===== src/rtl/step_ctrl_pkg.sv =====
// Shared constants for the CPU step controller: mode encoding (also decoded
// by the core's debug/LED logic) and the default button debounce length.
package step_ctrl_pkg;

   localparam int MODE_W = 2;

   localparam logic [MODE_W-1:0] ST_PAUSE = 2'b00;
   localparam logic [MODE_W-1:0] ST_RUN   = 2'b01;
   localparam logic [MODE_W-1:0] ST_HALT  = 2'b10;

   // 10 ms at 100 MHz
   localparam int unsigned DEBOUNCE_CYCLES_DEF = 1_000_000;

   typedef enum logic [MODE_W-1:0] {
      S_PAUSE = ST_PAUSE,
      S_RUN   = ST_RUN,
      S_HALT  = ST_HALT
   } step_state_e;

endpackage


===== src/rtl/btn_debounce.sv =====
// Pushbutton conditioning: two-flop synchronizer, hold-time debounce and a
// one-cycle press pulse on the rising edge of the accepted level.
module btn_debounce
   import step_ctrl_pkg::*;
#(
   parameter int unsigned DEBOUNCE_CYCLES = DEBOUNCE_CYCLES_DEF
) (
   input  logic clk,
   input  logic rst,
   input  logic btn_raw,
   output logic btn_level,
   output logic btn_press
);

   localparam int CNT_W = $clog2(DEBOUNCE_CYCLES);
   localparam logic [CNT_W-1:0] CNT_LAST = CNT_W'(DEBOUNCE_CYCLES - 1);

   logic             sync_1;
   logic             sync_2;
   logic             level_q;
   logic [CNT_W-1:0] cnt;

   // bring the asynchronous button into the clk domain
   always_ff @(posedge clk) begin
      if (rst) begin
         sync_1 <= 1'b0;
         sync_2 <= 1'b0;
      end else begin
         sync_1 <= btn_raw;
         sync_2 <= sync_1;
      end
   end

   // accept a new level only after it has differed from the current one long enough
   always_ff @(posedge clk) begin
      if (rst) begin
         btn_level <= 1'b0;
         cnt       <= '0;
      end else if (sync_2 == btn_level) begin
         cnt <= '0;
      end else if (cnt == CNT_LAST) begin
         btn_level <= sync_2;
         cnt       <= '0;
      end else begin
         cnt <= cnt + CNT_W'(1);
      end
   end

   // delayed copy of the accepted level for edge detection
   always_ff @(posedge clk) begin
      if (rst) begin
         level_q <= 1'b0;
      end else begin
         level_q <= btn_level;
      end
   end

   // release is deliberately not reported; only the press edge matters
   assign btn_press = btn_level & ~level_q;

endmodule


===== src/rtl/cpu_step_ctrl.sv =====
// Clock-enable generator for the multicycle core: free-run on the divided
// tick, single-step on the debounced button, sticky halt from the core.
//
//   state   | meaning
//   --------+-------------------------------------------------------
//   S_PAUSE | core frozen; each button press issues one cpu_ce
//   S_RUN   | one cpu_ce per rising edge of tick_in
//   S_HALT  | core executed a halt; no cpu_ce until reset
//   2'b11   | unreachable; falls back to S_PAUSE
module cpu_step_ctrl
   import step_ctrl_pkg::*;
#(
   parameter int unsigned DEBOUNCE_CYCLES = DEBOUNCE_CYCLES_DEF
) (
   input  logic              clk,
   input  logic              rst,
   input  logic              tick_in,
   input  logic              btn_step,
   input  logic              sw_run,
   input  logic              cpu_halt,
   output logic              cpu_ce,
   output logic [MODE_W-1:0] mode,
   output logic [15:0]       ce_count
);

   step_state_e state;

   logic tick_s;
   logic tick_q;
   logic tick_rise;
   logic btn_press;
   logic btn_level_unused;

   btn_debounce #(
      .DEBOUNCE_CYCLES (DEBOUNCE_CYCLES)
   ) u_btn_debounce (
      .clk       (clk),
      .rst       (rst),
      .btn_raw   (btn_step),
      .btn_level (btn_level_unused),
      .btn_press (btn_press)
   );

   // capture the tick and keep a delayed copy; both reset high so a tick
   // already high when reset is released is not seen as an edge
   always_ff @(posedge clk) begin
      if (rst) begin
         tick_s <= 1'b1;
         tick_q <= 1'b1;
      end else begin
         tick_s <= tick_in;
         tick_q <= tick_s;
      end
   end

   assign tick_rise = tick_s & ~tick_q;

   // mode FSM with registered enable pulse and pulse counter; halt beats a
   // mode change, which beats a pulse request (colliding events are dropped)
   always_ff @(posedge clk) begin
      if (rst) begin
         state    <= S_PAUSE;
         cpu_ce   <= 1'b0;
         ce_count <= '0;
      end else begin
         cpu_ce <= 1'b0;
         case (state)
            S_PAUSE: begin
               if (cpu_halt) begin
                  state <= S_HALT;
               end else if (sw_run) begin
                  state <= S_RUN;
               end else if (btn_press) begin
                  cpu_ce   <= 1'b1;
                  ce_count <= ce_count + 16'd1;
               end
            end
            S_RUN: begin
               if (cpu_halt) begin
                  state <= S_HALT;
               end else if (!sw_run) begin
                  state <= S_PAUSE;
               end else if (tick_rise) begin
                  cpu_ce   <= 1'b1;
                  ce_count <= ce_count + 16'd1;
               end
            end
            S_HALT: begin
               state <= S_HALT;
            end
            default: begin
               state <= S_PAUSE;
            end
         endcase
      end
   end

   assign mode = state;

endmodule


===== config.mk =====
export PLATFORM = sky130hd
export DESIGN_NAME = cpu_step_ctrl
export DESIGN_NICKNAME = d
export VERILOG_FILES = /design/src/rtl/step_ctrl_pkg.sv /design/src/rtl/btn_debounce.sv /design/src/rtl/cpu_step_ctrl.sv
export SDC_FILE = /design/constraint.sdc
export NUM_CORES = 1
export LEC_CHECK = 0
export ABC_CLOCK_PERIOD_IN_PS = 1740
export BUFFER_PORTS_ARGS = -buffer_cell sky130_fd_sc_hd__buf_2
export CAP_MARGIN = 20
export CORE_ASPECT_RATIO = 1.1
export CORE_UTILIZATION = 56
export CTS_CLUSTER_SIZE = 8
export DETAILED_ROUTE_END_ITERATION = 12
export GPL_TIMING_DRIVEN = 0
export PLACE_DENSITY = 0.78
export SETUP_SLACK_MARGIN = 0.2
export SYNTH_ARGS = -nofsm -noshare
export SYNTH_HDL_FRONTEND = slang
export SYNTH_SLANG_ARGS = --single-unit

===== constraint.sdc =====
create_clock -name clk -period 1.74 [get_ports clk]
set_input_delay 0.348 -clock clk [delete_from_list [all_inputs] [get_ports clk]]
set_output_delay 0.348 -clock clk [all_outputs]
set_load 0.01 [all_outputs]

==> summary.md, run 1 <==
| Metric | Value |
|---|---|
| R2R setup slack | `160 ps` |
| Required @ worst endpoint | `2040 ps` |
| Clk buf depth | `2` |
| Cell taking the most area after synthesis | `dfxtp_1` |
| First-pass GRT wire length | `7030 um` |
| Area of the core | `3360 sq um` |
| Top fanout value on the critical path | `4` |
| Syn_nets | `225` |
| Max Cap Violations | `0` |
| Routed WL per cell | `13.7 um` |
| Die width | `58.5 um` |
| Main flop type after synthesis | `dfxtp_1` |
| Post-synth top area share | `0.457` |
| Final ANT Viol Nets | `0` |
| Final period utilization | `0.906` |
| FF-to-FF Start | `u_btn_debounce.cnt[3]$_SDFF_PP0_` |
| Avg Vias per Cell | `5.49` |
| Initial Utilization | `0.586` |
| Initial antenna violation count | `0` |
| Port Buffer Count | `23` |
| Worst Hold Launch | `tick_in` |
| Final Hold Viols | `0` |
| Status | `finished, final reports clean` |
| Distinct cells, synth | `37` |
| Clock slew at reported path FFs | `130 ps` |
| Critical path endpoint category | `flop` |
| Clock skew | `7.26 ps` |
| Hold_buf cts | `0` |
| FF-to-FF path depth | `4` |
| Peak Freq | `0.634 GHz` |
| Gr usage total | `0.244` |
| # IOs | `25` |
| CP Launch Type | `flop` |
| Max Transition Viols Final | `0` |
| Slowest CP cell | `or3_1` |
| CTS Sinks | `45` |
| Hold slack | `174 ps` |
| CP endpoint | `u_btn_debounce.cnt[15]$_SDFF_PP0_` |
| Hold Path Class | `input port to flop` |
| Pre-antenna DRT Iters | `4` |
| Storage element area | `945 sq um` |
| DRC | `0` |
| Multi-input gate area | `1140 sq um` |
| Synthesized area | `1970 sq um` |
| Async SR Flop Fraction | `0` |
| Root buf cell | `clkbuf_4` |
| Drt initial violations | `112` |
| Register area share after synthesis | `0.457` |
| Overall power | `1580 uW` |
| Worst-Skew Late Latency | `360 ps` |
| Crit path buf inv count | `0` |
| Max VDD drop | `523 uV` |
| Worst endpoint data arrival time | `1880 ps` |
| Syn Inst Count | `217` |
| Crit path kind | `flop to flop` |
| Number of global-route vias before repair | `1676` |
| Leak | `0.000934 uW` |
| Pwr per Cell Area | `613 nW/um^2` |
| Slew margin rel. | `0.621` |
| Row cnt | `22` |
| Height of the die | `64.2 um` |
| # fillers | `249` |
| Detail Placement HPWL | `2590 um` |
| CP top delay family | `simple AND/OR/NAND/NOR gates` |
| Commonest non-fill, non-tap cell in the layout | `dfxtp_1` |
| N_diodes | `0` |
| WL final | `4360 um` |
| Most frequent cells in the layout | `24 x dfxtp_1, 23 x buf_2, 22 x buf_4` |
| Final Cell Area | `2570 sq um` |
| Final setup fails | `0` |
| Worst-margin pin slew | `568 ps` |
| RSZ-0062 raised after global routing | `yes` |
| CP Depth | `4` |
| Die ar. | `3760 sq um` |
| Ys Warns | `0` |
| Share of layout cells above drive strength 1 | `0.399` |
| Cell Area, Placed | `2150 sq um` |
| Post-layout minimum cycle time | `1580 ps` |
| TritonCTS buffer count | `5` |
| Crit-path cells | `nand4_1, or3_1, or3_1, a21oi_1` |
| Nets | `278` |
| Largest stage delay, worst path | `480 ps` |
| Worst R2R End | `u_btn_debounce.cnt[15]$_SDFF_PP0_` |
| Routability Congestion | `0.791` |
| Area grow syn2layout | `30.6%` |
| Most frequent CP cell | `or3_1` |
| Largest cells by area after synthesis | `dfxtp_1 46%, xor2_1 5.3%, nor2_1 4.8%` |
| Remaining global-route overflow | `0` |
| Largest net degree at the start of global routing | `15` |
| Critical path origin | `u_btn_debounce.cnt[3]$_SDFF_PP0_` |
| DR vias | `1751` |
| CTS H-tree lvls | `2` |
| Syn Area/Cell | `9.08 sq um` |
| Yosys reg bits | `45` |
| TritonCTS clock tree | `done` |
| Post-synth EDFFs | `0` |
cell type report:
type | instances | share of cell area
clock inverters | 3 | 0.00681
clock buffers | 5 | 0.0146
inverters | 4 | 0.00584
flip-flops and latches | 45 | 0.367
well taps | 48 | 0.0234
multi-input cells | 160 | 0.442
repair buffers | 46 | 0.115
plain buffers | 8 | 0.0248
metrics by stage:
stage | setup WS (ps) | utilization | TNS [ps] | instances
after detailed placement | -80.5 | 0.639 | -472 | 288
after floorplan | 209 | - | 0 | 217
after global routing | 90.2 | 0.766 | 0 | 319
after global placement | -59.7 | 0.639 | -229 | 288
final | 164 | 0.766 | 0 | 319
after CTS | 189 | 0.699 | 0 | 306
power by group:
part	internal [uW]	total, uW	switching [uW]
clock network	153	492	339
logic	20.7	49.5	28.8
registers	1030	1030	6.67
total	1200	1580	375
synth_stat cells (3+ instances only):
cell type and n:
nand2_1 10, clkbuf_1 4, xnor2_1 6, o31ai_1 3
o21ai_0 13, nand3_1 9, dfxtp_1 45, nor2b_1 3
nor2_1 25, and4_1 4, nor4b_1 3, inv_1 4
or4_1 4, xor2_1 12, buf_2 3, nand4_1 9
a21oi_1 16, or3_1 13, o211ai_1 3, and3_1 5
o21ai_1 3
state kept, by name, indices dropped and copies added, names as in the netlist:
signal and cells:
u_btn_debounce.cnt 20, ce_count 16, mode 2, cpu_ce 1, tick_q 1, tick_s 1
u_btn_debounce.btn_level 1, u_btn_debounce.level_q 1, u_btn_debounce.sync_1 1, u_btn_debounce.sync_2 1
repair_timing:
action,CTS,global route
pin swaps,8,20
setup endpoints to repair,31,32
buffers inserted,10,12
gates cloned,0,1
resized for setup,27,41
kinds of logic after synthesis:
kind of cell / Yosys count / synth area share
AND/OR/NAND/NOR: 98 / 0.294
flip-flops: 45 / 0.457
AO/OA/AOI/OAI: 40 / 0.119
XOR/XNOR: 18 / 0.0801
buffers and inverters: 12 / 0.0267
multiplexers: 2 / 0.0102
adder cells (fa/ha/maj): 2 / 0.0127
per-layer routing:
metal	vias up	part of all wire	global-route usage
met3	11	0.029	0.0648
met4	0	0.024	0.119
met5	-	0	0
li1	892	-	-
met1	816	0.43	0.274
met2	32	0.52	0.421
worst min-delay path by stage:
stage,to,slack [ps],cells after the start
after global placement,tick_q$_SDFF_PP1_,430,1
after CTS,tick_s$_SDFF_PP1_,160,2
final,tick_s$_SDFF_PP1_,170,2
after global routing,tick_s$_SDFF_PP1_,160,2
after floorplan,tick_q$_SDFF_PP1_,410,1
after detailed placement,u_btn_debounce.sync_2$_SDFF_PP0_,430,1
No activity file was read; power rests on OpenSTA's default activity.
==> run 2: changes to the inputs <==
CORE_UTILIZATION = 57   (was 56)
PLACE_DENSITY = 0.79   (was 0.78)
SYNTH_HIERARCHICAL = 1   (was unset)
==> summary.md, run 2 <==
| Metric | Value |
|---|---|
| Drt initial violations | `115 (+2.7%)` |
| Post-synth EDFFs | `0 (unchanged)` |
| Avg Vias per Cell | `5.84 (+6.5%)` |
| TritonCTS clock tree | `done` |
| Hold Path Class | `input port to flop` |
| Pwr per Cell Area | `545 nW/um^2 (-11%)` |
| RSZ-0062 raised after global routing | `yes` |
| Initial antenna violation count | `0 (unchanged)` |
| Top fanout value on the critical path | `2 (-2)` |
| DRC | `0 (unchanged)` |
| Register area share after synthesis | `0.446 (-0.0119)` |
| Area of the core | `3360 sq um (unchanged)` |
| Hold slack | `165 ps (-8.59 ps)` |
| CP Launch Type | `flop` |
| Cell taking the most area after synthesis | `dfxtp_1` |
| TritonCTS buffer count | `5 (unchanged)` |
| Ys Warns | `6 (+6)` |
| Die width | `58.8 um (+0.42%)` |
| Post-synth top area share | `0.446 (-0.0119)` |
| CTS H-tree lvls | `2 (unchanged)` |
| Distinct cells, synth | `45 (+22%)` |
| Slew margin rel. | `0.682 (+0.0603)` |
| Detail Placement HPWL | `2750 um (+5.8%)` |
| Clock skew | `14.7 ps (+7.39 ps)` |
| Worst-Skew Late Latency | `360 ps (about the same)` |
| Final period utilization | `1.13 (+0.222)` |
| Crit-path cells | `nor2b_4, or3b_4, buf_6, a211o_1, or4b_1, a21oi_2` |
| Post-Place Cells | `295 (+2.4%)` |
| Largest stage delay, worst path | `510 ps (+30 ps)` |
| Violated checks | `negative setup slack` |
| Crit path kind | `flop to flop` |
| Syn Inst Count | `223 (+2.8%)` |
| Hold_buf cts | `0 (unchanged)` |
| Pre-antenna DRT Iters | `4 (unchanged)` |
| Largest cells by area after synthesis | `dfxtp_1 45%, xnor2_1 5.6%, nor2_1 4.8%` |
| Peak Freq | `0.509 GHz (-20%)` |
| CTS Sinks | `45 (unchanged)` |
| Die ar. | `3790 sq um (+0.84%)` |
| Remaining global-route overflow | `0 (unchanged)` |
| Area grow syn2layout | `43.8%` |
| # IOs | `25 (unchanged)` |
| Final setup fails | `14 (+14)` |
| # fillers | `181 (-27%)` |
| Syn Area/Cell | `9.07 sq um (about the same)` |
| Row cnt | `22 (unchanged)` |
| Top reg by flops | `u_btn_debounce/cnt` |
| Syn_nets | `231 (+2.7%)` |
| Leak | `0.00102 uW (+9.6%)` |
| Most frequent cells in the layout | `27 x dfxtp_1, 27 x buf_4, 24 x buf_2` |
| Post-layout minimum cycle time | `1960 ps (+387 ps)` |
| Worst endpoint data arrival time | `2270 ps (+390 ps)` |
| Overall power | `1580 uW (+0.52%)` |
| Number of global-route vias before repair | `1767 (+5.4%)` |
| Height of the die | `64.5 um (+0.42%)` |
| CP top delay family | `simple AND/OR/NAND/NOR gates` |
| Max FFs per register | `20 (unchanged)` |
| Clk buf depth | `2 (unchanged)` |
| Async SR Flop Fraction | `0 (unchanged)` |
| Most common cell in the netlist | `dfxtp_1` |
| First-pass GRT wire length | `7600 um (+8.0%)` |
| Routed WL per cell | `16.4 um (+20%)` |
| Routability Congestion | `0.811 (+2.5%)` |
| Initial Utilization | `0.602 (+0.0156)` |
| Port Buffer Count | `24 (+4.3%)` |
| Share of layout cells above drive strength 1 | `0.452 (+0.0532)` |
| Clock slew at reported path FFs | `140 ps (about the same)` |
| Main flop type after synthesis | `dfxtp_1` |
| Yosys reg bits | `45 (unchanged)` |
| WL final | `5530 um (+27%)` |
| Nets | `297 (+6.8%)` |
| Root buf cell | `clkbuf_4` |
| Max VDD drop | `450 uV (-14%)` |
| Gr usage total | `0.263 (+0.0187)` |
| Status | `complete, but fails checks` |
| Final Hold Viols | `0 (unchanged)` |
| N_diodes | `0 (unchanged)` |
| Synth top cells by count | `45 x dfxtp_1, 26 x nor2_1, 14 x a21oi_1` |
| Required @ worst endpoint | `2040 ps (about the same)` |
| Setup TNS | `-1700 ps (-1700 ps)` |
| Slowest CP cell | `or4b_1` |
| Layout Cells excl Fill | `338 (+6.0%)` |
| DR vias | `1975 (+13%)` |
| Critical path endpoint category | `flop` |
| Worst-margin pin slew | `478 ps (-90.4 ps)` |
| Final ANT Viol Nets | `0 (unchanged)` |
| Setup slack after layout | `-223 ps (-387 ps)` |
| Largest net degree at the start of global routing | `14 (-1)` |
| Synthesized area | `2020 sq um (+2.7%)` |
| Max Cap Violations | `0 (unchanged)` |
| Crit path buf inv count | `1 (+1)` |
| Max Transition Viols Final | `0 (unchanged)` |
-- run 2: changes by cell type after synthesis, sizes merged, moves of 3 or more --
| cell | before | now |
|---|---|---|
| xnor2 | 6 | 13 |
| o21ai | 16 | 10 |
| nand3 | 9 | 14 |
| xor2 | 12 | 7 |
| nand4 | 9 | 5 |
| nor3 | 1 | 5 |
| a211oi | 0 | 3 |
| nand2 | 11 | 8 |
| or3 | 13 | 10 |
-- run 2: area by class of cell --
class                   instances  area (sq um)  area share
repair buffers                 59           427       0.147
clock inverters                 2          10.0     0.00344
clock buffers                   6          41.3      0.0142
well taps                      48          60.1      0.0207
flip-flops and latches         45           946       0.325
plain buffers                   8          82.6      0.0284
inverters                       6          22.5     0.00775
multi-input cells             164          1320       0.454
-- run 2: path summary, 6_finish.rpt --
path | end | slack (ps) | depth (start not counted) | from
setup / recovery | ce_count[12]$_SDFFE_PP0P_ | -220 | 6 | u_btn_debounce/btn_level$_SDFFE_PP0P_
hold / removal | tick_s$_SDFF_PP1_ | 170 | 2 | tick_in
setup reg to reg | ce_count[12]$_SDFFE_PP0P_ | -220 | 6 | u_btn_debounce/btn_level$_SDFFE_PP0P_
hold reg to reg | u_btn_debounce/sync_2$_SDFF_PP0_ | 480 | 1 | u_btn_debounce/sync_1$_SDFF_PP0_
-- run 2: cell families after synthesis --
group / synth area share
compound gates: 0.119
xor+xnor: 0.0866
fa+ha+maj: 0.0124
buf+inv: 0.0316
flops: 0.446
mux: 0.0155
simple gates: 0.289
-- run 2: metrics by stage --
stage	util	setup slack [ps]	area [sq um]
2_1_floorplan	-	-76.0	2090
3_3_place_gp	0.677	-207	2270
3_5_place_dp	0.677	-203	2270
4_1_cts	0.784	-140	2630
5_1_grt	0.866	-310	2910
6_report	0.866	-223	2910
-- run 2: timing repair --
item,in CTS,in global routing
pin swaps,17,17
buffers inserted,20,14
gates resized for setup,34,36
gates cloned,0,1
endpoints found under the setup margin,29,29
-- run 2: layer usage --
layer,routed length (um),up-vias,track usage
met4,181,0,0.122
met3,298,20,0.0659
li1,-,948,-
met5,0,-,0
met1,2200,925,0.278
met2,2850,82,0.477
-- run 2: where the power goes --
| part | leakage, uW | internal [uW] | switching [uW] |
|---|---|---|---|
| clock network | 0.0000320 | 155 | 336 |
| logic | 0.000616 | 24.7 | 34.9 |
| registers | 0.000376 | 1020 | 9.57 |
==> run 3: changes to the inputs <==
ABC_CLOCK_PERIOD_IN_PS = 2300   (was 1740)
BUFFER_PORTS_ARGS = unset   (was -buffer_cell sky130_fd_sc_hd__buf_2)
CORE_UTILIZATION = 65   (was 57)
DONT_BUFFER_PORTS = 1   (was unset)
PLACE_DENSITY = 0.81   (was 0.79)
clock period = 2.3 ns   (was 1.74 ns; I/O delays follow)
==> summary.md, run 3 (synthesis results as in run 2) <==
| Metric | Value |
|---|---|
| Row cnt | `20 (-9.1%)` |
| Met2 usage | `0.496 (+0.0184)` |
| Worst endpoint data arrival time | `2300 ps (+30 ps)` |
| Worst-margin pin slew | `686 ps (+208 ps)` |
| Max VDD drop | `631 uV (+40%)` |
| Final period utilization | `0.877 (-0.251)` |
| Initial antenna violation count | `0 (unchanged)` |
| Root buf cell | `clkbuf_4` |
| Die width | `55.2 um (-6.1%)` |
| DR vias | `1688 (-15%)` |
| Top reg by flops | `u_btn_debounce/cnt` |
| Peak Freq | `0.496 GHz (-2.7%)` |
| Final design utilization | `0.774 (-0.0917)` |
| Final Hold Viols | `0 (unchanged)` |
| Switching Share | `0.199 (-0.0411)` |
| Height of the die | `60.5 um (-6.2%)` |
| Avg Vias per Cell | `6.35 (+8.6%)` |
| Seq pwr share | `0.601 (-0.052)` |
| Routed WL per cell | `15.5 um (-5.0%)` |
| Pint | `1050 uW (-13%)` |
| Clock skew | `14.6 ps (-0.0224 ps)` |
| Sw Pwr | `262 uW (-31%)` |
| Leak | `0.000678 uW (-34%)` |
| Top fanout value on the critical path | `6 (+4)` |
| Final setup fails | `0 (-14)` |
| # fillers | `200 (+10%)` |
| RSZ-0062 raised after global routing | `no` |
| Die ar. | `3340 sq um (-12%)` |
| Area of the core | `2850 sq um (-15%)` |
| Gr usage total | `0.262 (-0.00131)` |
| M3 GR Usage | `0.0827 (+0.0168)` |
| Status | `finished, final reports clean` |
| Post-layout minimum cycle time | `2020 ps (+53.9 ps)` |
| N_diodes | `0 (unchanged)` |
| Crit path kind | `flop to flop` |
| Clock power share | `0.380 (+0.070)` |
| Gate power share | `0.019 (-0.019)` |
| TritonCTS clock tree | `done` |
| Max Transition Viols Final | `0 (unchanged)` |
| Hold Path Class | `input port to flop` |
| Setup TNS | `0 ps (+1700 ps)` |
| Nets | `240 (-19%)` |
| Max FFs per register | `20 (unchanged)` |
| Port Buffer Count | `0 (-100%)` |
| Met1 Use GR | `0.272 (-0.00632)` |
| Area grow syn2layout | `9.22%` |
| DRC | `0 (unchanged)` |
| Initial Utilization | `0.709 (+0.107)` |
| # IOs | `25 (unchanged)` |
| Worst-Skew Late Latency | `350 ps (about the same)` |
| WL final | `4130 um (-25%)` |
| Setup slack after layout | `283 ps (+506 ps)` |
| First-pass GRT wire length | `6300 um (-17%)` |
| Pwr per Cell Area | `595 nW/um^2 (+9.3%)` |
| Routability Congestion | `0.826 (+1.9%)` |
| Remaining global-route overflow | `0 (unchanged)` |
| Drt initial violations | `78 (-32%)` |
| CP Launch Type | `flop` |
| Max Cap Violations | `0 (unchanged)` |
| TritonCTS buffer count | `5 (unchanged)` |
| Final ANT Viol Nets | `0 (unchanged)` |
| CTS H-tree lvls | `2 (unchanged)` |
| Pre-CTS setup slack | `162 ps (+365 ps)` |
| Critical path endpoint category | `flop` |
| Most frequent cells in the layout | `40 x dfxtp_1, 26 x nor2_1, 13 x xnor2_1, 13 x a21oi_1, 12 x nand3_1` |
| Slew margin rel. | `0.537 (-0.145)` |
| Share of layout cells above drive strength 1 | `0.142 (-0.310)` |
| Number of global-route vias before repair | `1510 (-15%)` |
| Detail Placement HPWL | `2870 um (+4.6%)` |
| Required @ worst endpoint | `2590 ps (+550 ps)` |
| Clk buf depth | `2 (unchanged)` |
| CTS Sinks | `45 (unchanged)` |
| Largest net degree at the start of global routing | `14 (unchanged)` |
| Pre-antenna DRT Iters | `4 (unchanged)` |
| Clock slew at reported path FFs | `130 ps (about the same)` |
| Top Usage Layer GRT | `met2` |
| Commonest non-fill, non-tap cell in the layout | `dfxtp_1` |
==> run 3: through the flow <==
| step | total power [uW] | std cells | cell area [sq um] | hold WS [ps] |
|---|---|---|---|---|
| detailed placement | 832 | 256 | 2060 | 430 |
| global placement | 831 | 256 | 2060 | 430 |
| floorplan | 826 | 223 | 2020 | 414 |
| global route | 1350 | 266 | 2210 | 138 |
| finish | 1310 | 266 | 2210 | 158 |
| CTS | 1330 | 264 | 2160 | 145 |
==> run 3: metal layers <==
layer | wire, um | share of wire
met5 | 0 | 0
met4 | 36 | 0.0087
met3 | 244 | 0.059
met2 | 2210 | 0.53
met1 | 1640 | 0.40
==> run 3: worst max-delay path: stages, from the launching register on <==
cell and delay (ps):
dfxtp_2 350, nor2b_2 140, or3b_1 330, buf_2 160, a211o_1 320, or4b_1 500
a21oi_1 170
==> run 3: final timing paths <==
kind	cells past startpoint	startpoint	end	slack [ps]
max	6	u_btn_debounce/btn_level$_SDFFE_PP0P_	ce_count[12]$_SDFFE_PP0P_	280
max reg2reg	6	u_btn_debounce/btn_level$_SDFFE_PP0P_	ce_count[12]$_SDFFE_PP0P_	280
min	1	rst	u_btn_debounce/sync_2$_SDFF_PP0_	160
min reg2reg	1	u_btn_debounce/sync_1$_SDFF_PP0_	u_btn_debounce/sync_2$_SDFF_PP0_	440
==> run 3: cell type report <==
class	count	area, sq um	area share
clock inverter	1	30.0	0.0136
tap	33	41.3	0.0187
clock buffer	7	55.1	0.0249
buffer	8	45.0	0.0204
timing repair buffer	2	15.0	0.00680
inverter	6	22.5	0.0102
multi-input combinational	164	1090	0.492
sequential	45	912	0.413
==> run 3: what timing repair did <==
item                       CTS  global route
gates resized for setup      3            14
hold buffers                 0             0
pin swaps                    0             1
setup endpoints to repair    1            10
setup buffers                0             2
gates cloned                 0             0
==> run 3: power groups by stage <==
stage                     combinational, uW  sequential, uW  clock [uW]
after floorplan                        18.6             808           0
after global placement                 22.7             809           0
after detailed placement               23.3             809           0
after CTS                              23.5             792         511
after global routing                   27.0             791         533
final                                  25.0             790         500
